==> config.mk <==
export PLATFORM = sky130hd
export DESIGN_NAME = id_ex_stage
export DESIGN_NICKNAME = d
export VERILOG_FILES = /design/src/rtl/id_ex_stage.sv
export SDC_FILE = /design/constraint.sdc
export NUM_CORES = 1
export LEC_CHECK = 0
export ABC_AREA = 1
export BUFFER_PORTS_ARGS = -buffer_cell sky130_fd_sc_hd__buf_4
export CAP_MARGIN = 10
export CORE_ASPECT_RATIO = 1.5
export CORE_UTILIZATION = 35
export DETAILED_ROUTE_END_ITERATION = 10
export PLACE_DENSITY = 0.68
export SLEW_MARGIN = 0
export SYNTH_ARGS = -nofsm -noshare
export SYNTH_HDL_FRONTEND = slang
export SYNTH_SLANG_ARGS = --single-unit
==> constraint.sdc <==
create_clock -name clk_i -period 1.2 [get_ports clk_i]
set_clock_uncertainty 0.2 [all_clocks]
set_input_delay 0.24 -clock clk_i [delete_from_list [all_inputs] [get_ports clk_i]]
set_output_delay 0.24 -clock clk_i [all_outputs]
set_load 0.03 [all_outputs]
==> src/rtl/id_ex_stage.sv <==
// ID/EX pipeline register with load-use hazard detection and branch flush.
// Controls are squashed on flush or on a load-use bubble. Data and address
// fields keep capturing in those cases, so EX always sees the ID operands.
// Optional performance counters are enabled by defining ID_EX_PERF_CNT_EN.
module id_ex_stage #(
    parameter int DATA_W = 32,
    parameter int REG_AW = 5
) (
    input  logic              clk_i,
    input  logic              rst_i,
    input  logic              flush_i,
    input  logic              hold_i,
    input  logic [1:0]        id_aluop_i,
    input  logic              id_alusrc_i,
    input  logic              id_regwrite_i,
    input  logic              id_regdst_i,
    input  logic              id_memread_i,
    input  logic              id_memwrite_i,
    input  logic              id_memtoreg_i,
    input  logic [1:0]        id_branch_i,
    input  logic [DATA_W-1:0] id_rs_data_i,
    input  logic [DATA_W-1:0] id_rt_data_i,
    input  logic [DATA_W-1:0] id_imm_i,
    input  logic [DATA_W-1:0] id_pc4_i,
    input  logic [REG_AW-1:0] id_rs_i,
    input  logic [REG_AW-1:0] id_rt_i,
    input  logic [REG_AW-1:0] id_rd_i,
    input  logic [5:0]        id_funct_i,
    input  logic              id_uses_rt_i,
    output logic [1:0]        ex_aluop_o,
    output logic              ex_alusrc_o,
    output logic              ex_regwrite_o,
    output logic              ex_memread_o,
    output logic              ex_memwrite_o,
    output logic              ex_memtoreg_o,
    output logic [1:0]        ex_branch_o,
    output logic [DATA_W-1:0] ex_rs_data_o,
    output logic [DATA_W-1:0] ex_rt_data_o,
    output logic [DATA_W-1:0] ex_imm_o,
    output logic [DATA_W-1:0] ex_pc4_o,
    output logic [REG_AW-1:0] ex_rs_o,
    output logic [REG_AW-1:0] ex_rt_o,
    output logic [5:0]        ex_funct_o,
    output logic [REG_AW-1:0] ex_wr_addr_o,
    output logic              ex_valid_o,
    output logic              stall_o
`ifdef ID_EX_PERF_CNT_EN
    ,
    output logic [31:0]       stall_cnt_o,
    output logic [31:0]       flush_cnt_o
`endif
);

    logic hazard;

    // Load in EX whose destination is read by the ID instruction; $0 is never a dependency.
    assign hazard = ex_memread_o && (ex_rt_o != '0) &&
                    ((ex_rt_o == id_rs_i) || (id_uses_rt_i && (ex_rt_o == id_rt_i)));

    // A flush discards the dependent instruction anyway, so it must not stall the front end.
    assign stall_o = hazard & ~flush_i;

    // Control path: cleared on flush or bubble, frozen on hold, otherwise captured.
    always_ff @(posedge clk_i) begin
        if (!rst_i) begin
            ex_aluop_o    <= '0;
            ex_alusrc_o   <= 1'b0;
            ex_regwrite_o <= 1'b0;
            ex_memread_o  <= 1'b0;
            ex_memwrite_o <= 1'b0;
            ex_memtoreg_o <= 1'b0;
            ex_branch_o   <= '0;
            ex_valid_o    <= 1'b0;
        end else if (flush_i || (!hold_i && hazard)) begin
            ex_aluop_o    <= '0;
            ex_alusrc_o   <= 1'b0;
            ex_regwrite_o <= 1'b0;
            ex_memread_o  <= 1'b0;
            ex_memwrite_o <= 1'b0;
            ex_memtoreg_o <= 1'b0;
            ex_branch_o   <= '0;
            ex_valid_o    <= 1'b0;
        end else if (!hold_i) begin
            ex_aluop_o    <= id_aluop_i;
            ex_alusrc_o   <= id_alusrc_i;
            ex_regwrite_o <= id_regwrite_i;
            ex_memread_o  <= id_memread_i;
            ex_memwrite_o <= id_memwrite_i;
            ex_memtoreg_o <= id_memtoreg_i;
            ex_branch_o   <= id_branch_i;
            ex_valid_o    <= 1'b1;
        end
    end

    // Data and address path: captured unless held; a flush overrides hold.
    always_ff @(posedge clk_i) begin
        if (!rst_i) begin
            ex_rs_data_o <= '0;
            ex_rt_data_o <= '0;
            ex_imm_o     <= '0;
            ex_pc4_o     <= '0;
            ex_rs_o      <= '0;
            ex_rt_o      <= '0;
            ex_funct_o   <= '0;
            ex_wr_addr_o <= '0;
        end else if (flush_i || !hold_i) begin
            ex_rs_data_o <= id_rs_data_i;
            ex_rt_data_o <= id_rt_data_i;
            ex_imm_o     <= id_imm_i;
            ex_pc4_o     <= id_pc4_i;
            ex_rs_o      <= id_rs_i;
            ex_rt_o      <= id_rt_i;
            ex_funct_o   <= id_funct_i;
            ex_wr_addr_o <= id_regdst_i ? id_rd_i : id_rt_i;
        end
    end

`ifdef ID_EX_PERF_CNT_EN
    // Saturating event counters; flushes still count while the pipeline is held.
    always_ff @(posedge clk_i) begin
        if (!rst_i) begin
            stall_cnt_o <= '0;
            flush_cnt_o <= '0;
        end else begin
            if (flush_i && (flush_cnt_o != 32'hFFFF_FFFF))
                flush_cnt_o <= flush_cnt_o + 32'd1;
            if (!flush_i && !hold_i && hazard && (stall_cnt_o != 32'hFFFF_FFFF))
                stall_cnt_o <= stall_cnt_o + 32'd1;
        end
    end
`endif

endmodule

After elaboration in Yosys (flattened, before gate mapping)
Cells that the tools add are included.
{"block": "word_totals", "register_bits": 159, "elab_cells": 32, "out_inout_bits": 160, "in_bits": 164}
{"block": "classes", "mux": 1, "n_reduce_logical": 10, "eq_ne": 2, "n_bitwise": 3}
{"cell": "5-bit == test", "n": 2}
{"cell": "5-bit 2-to-1 mux", "n": 1}
{"cell": "5-bit nonzero test", "n": 1}
{"cell": "1-bit logical AND", "n": 4}
{"cell": "1-bit logical OR", "n": 3}
{"cell": "1-bit NOT", "n": 2}
{"cell": "2-bit OR reduction", "n": 1}
{"cell": "1-bit AND", "n": 1}
{"cell": "1-bit zero test", "n": 1}

Logic depth before layout (Yosys ltp)
{"block": "logic_depth", "ltp_word": 7, "depth_mapped": 9, "mapped_depth_nobuf": 9}

Worst setup path before layout
No wires, ideal clock.
{"block": "synth_path", "kind": "flip-flop to output port", "start": "register ex_rt_o[3]", "end": "output stall_o", "stages_incl_launch_ff": 9, "t_required_ns": 0.760, "t_arrival_ns": 1.438, "slack_ns": -0.678, "n_path_buf": 0, "path_cell_list": "dfxtp_1 inv_1 nand2_1 nand2_1 nor2_1 nand3_1 nand2_1 nand2_1 nor2_1"}
{"block": "synth_via", "elab_chain_len": 5, "elab_cells_between_ends": 8, "classes_between": "2 x eq/ne; 1 x bitwise; 5 x reduce/logical"}
{"item": "start: declaration", "line": "42", "rtl": "output logic [REG_AW-1:0] ex_rt_o,"}
{"item": "start signal: assignment", "line": "112", "rtl": "ex_rt_o <= id_rt_i;"}
{"item": "5-bit == test", "line": "58", "rtl": "((ex_rt_o == id_rs_i) || (id_uses_rt_i && (ex_rt_o == id_rt_i)));"}
{"item": "1-bit logical AND", "line": "58"}
{"item": "1-bit logical OR", "line": "58"}
{"item": "1-bit logical AND (*)", "line": "57", "rtl": "assign hazard = ex_memread_o && (ex_rt_o != '0) &&"}
{"item": "1-bit AND (*)", "line": "61", "rtl": "assign stall_o = hazard & ~flush_i;"}
{"item": "end: declaration", "line": "46", "rtl": "output logic stall_o"}
Every way passes the cells marked *; elsewhere a longest branch is shown, timed or not.

Worst setup path in the final report
{"block": "layout_path", "start": "register ex_rt_o[0]", "end": "output stall_o"}
The elaborated chain is that of the path after synthesis.

==> flow_summary.yaml <==
outcome:
  status: "finished with violations"
  violations: "setup timing"
grt:
  overflow: 0
  grt_pass1_vias: 7297
  grt_max_degree: 57
  grt_pass1_wl_microns: 35430
  grtUsageTotal: 0.2719
  antenna_found_initial: 0
sta:
  setup-tns-final_ns: -25.62
  finalCritPeriodShare: 1.656
  slew_viol_final: 0
  post-route-min-period_ns: 1.987
  maxSlewHeadroom: 0.8064
  setup_viol: 170
  max_freq_mhz: 503.3
  grt_setup_unrepaired: "true"
  setup_ws_ns: -0.7870
  hold_ws_ns: 0.06822
  worst_slew_pin_slew_ns: 0.2905
  hold_violations: 0
synthesis:
  yosysTopAreaCellShare: 0.5558
  synth-seq-cells: 159
  synth_area_leaders: "dfxtp_1 (56%), nor2_1 (19%), o21ai_0 (9.6%)"
  post_synth_instance_area_sq_um: 5727
  syn_inst: 734
  ys_types: 19
  synth_top_cell_by_area: "dfxtp_1"
  syn_nets: 898
  ys_seq_area_frac: 0.5558
  syn_avg_cell_area_sq_um: 7.802
  yosysWarnings: 0
critical_path:
  start_kind: "flop"
  path_max_fanout: 5
  critPathCaptureType: "output pin"
  crit_type: "reg -> out"
  cp.required_ns: 0.76
  cp.arrival_ns: 1.55
floorplanning:
  core_sq_um: 15840
  ios: 324
  fp-row-count: 56
  die_area_sq_um: 16890
  die_y_microns: 158.7
  start_util: 0.3616
  die_w_microns: 106.4
cts:
  insertion_delay_ns: 0.42
  clock_path_buffers: 2
  cts_buffers: 17
  cts_root_buffer: "clkbuf_16"
  cts_sinks: 159
  path_clk_slew_ns: 0.07
  tritoncts: "yes"
  cts_max_level: 4
power:
  p_leak_nw: 5.701
  power_density_nw_per_um2: 1266
  vdd_drop_max_v: 0.0009105
placed_design:
  dp.cells: 1261
  io_buffers: 323
  dp_hpwl_microns: 14210
  gp_congestion: 0.8484
  post-place-ws_ns: -0.3717
detailed_routing:
  remaining_drc_errors: 0
  drt-pass1-iter-count: 6
  antenna_left: 0
  wl_per_cell_microns: 16.86
  vias_per_cell: 4.909
  finalWirelength_microns: 24820
  vias: 7226
  drt_iter0_drc: 296
cells_and_area:
  utilization: 0.7551
  seq_area_sq_um: 3395
  multiInputGateArea_sq_um: 2235
  nFillCells: 977
  areaGrowthSynthToFinish_pct: 108.8
  layout-drive-gt1-share: 0.4728
  final_nets: 1420
  diodes: 0
  instances_no_fill: 1472
hold_path:
  min_path_type: "in -> reg"
run:
  drv_cap: 0
==> power by group <==
group          total, W  internal, W  switching (W)
Sequential      0.00602      0.00573       0.000291
Combinational   0.00369      0.00186        0.00183
Clock           0.00542      0.00310        0.00232
Total            0.0151       0.0107        0.00444
==> Yosys cell counts <==
master and count:
o21ai_0 110, buf_6 8, xnor2_1 1, buf_4 1, inv_1 16, a21oi_1 14
clkbuf_1 22, nand2_1 34, clkinv_1 1, dfxtp_1 159, inv_4 2, buf_1 1
mux2i_1 9, o21ai_1 45, buf_2 17, nand3_1 3, nor2_8 1, nor2_1 289
nand4_1 1
==> what timing repair did <==
action                                 CTS  global route
resized for setup                      317             7
setup endpoints to repair              170           170
hold buffers                           159             0
setup buffers                            5            15
endpoints found under the hold margin  158             0
pin swaps                                8             2
==> final cells by class <==
cell class | count | share of cell area
multi-input combinational | 507 | 0.1869
inverter | 19 | 0.007221
clock inverter | 14 | 0.01287
timing repair buffer | 552 | 0.4520
tap | 203 | 0.02124
sequential | 159 | 0.2839
clock buffer | 18 | 0.03589
==> kinds of logic (layout without fill, tap and decap cells) <==
| logic type | Yosys count | in the layout | share of synthesized area |
|---|---|---|---|
| AO/OA/AOI/OAI | 169 | 169 | 0.1477 |
| XOR/XNOR | 1 | 1 | 0.001530 |
| buffers and inverters | 68 | 603 | 0.06030 |
| flip-flops | 159 | 159 | 0.5558 |
| multiplexers | 9 | 9 | 0.01573 |
| AND/OR/NAND/NOR | 328 | 328 | 0.2189 |
==> routing by layer <==
| metal | global-route usage | wire (microns) | vias to the layer above |
|---|---|---|---|
| met5 | 0 | 0 | - |
| met4 | 0.1820 | 1487 | 0 |
| met3 | 0.07450 | 1602 | 116 |
| met2 | 0.5065 | 13230 | 357 |
| met1 | 0.2590 | 8497 | 3349 |
| li1 | - | - | 3404 |
==> state kept, by name (all words and copies together), names as in the netlist, 2 cells and up <==
| register | count |
|---|---|
| ex_rs_data_o | 32 |
| ex_pc4_o | 32 |
| ex_aluop_o | 2 |
| ex_funct_o | 6 |
| ex_rs_o | 5 |
| ex_wr_addr_o | 5 |
| ex_rt_data_o | 32 |
| ex_rt_o | 5 |
| ex_imm_o | 32 |
| ex_branch_o | 2 |
==> worst paths after layout <==
kind	startpoint	endpoint	slack [ns]	cells past startpoint
worst min-delay path	hold_i	ex_valid_o$_SDFFE_PP0N_	0.07	5
worst max-delay path	ex_rt_o[0]$_SDFFE_PN0P_	stall_o	-0.79	9
worst max register to register	ex_rt_o[0]$_SDFFE_PN0P_	ex_regwrite_o$_SDFFE_PP0N_	-0.43	11
worst min register to register	ex_rt_data_o[0]$_SDFFE_PN0P_	ex_rt_data_o[0]$_SDFFE_PN0P_	0.27	2
==> placed cells by master, fill, tap and decap left out, types with 3 or more instances in the layout <==
cell type        n
a21oi_1         11
mux2i_1          9
o21ai_0         17
nand3_1          3
buf_12          20
nor2_1         288
inv_1           11
inv_2            3
buf_6          163
inv_4            3
nand2_1         29
buf_4          210
inv_6            6
dfxtp_2        154
o21ai_1        138
a21oi_2          3
dlygate4sd3_1  159
dfxtp_4          5
clkbuf_16       17
clkinvlp_4       3
nand2_2          4
==> worst max-delay path: stages, from the launching register on <==
cell	delay, ns
dfxtp_4	0.39
inv_4	0.05
nand2_2	0.05
nand2_1	0.05
nor2_1	0.12
nand3_1	0.09
nand2_2	0.09
nand2_2	0.07
nor2_4	0.09
buf_6	0.13
==> stage by stage <==
step	cell area [sq um]	total power [W]
6_report	11960	0.01513
5_1_grt	11960	0.01573
4_1_cts	11820	0.01504
3_5_place_dp	8810	0.008818
3_3_place_gp	8810	0.008783
2_1_floorplan	5836	0.007432
Note: power is estimated with default switching activity, not from simulation.
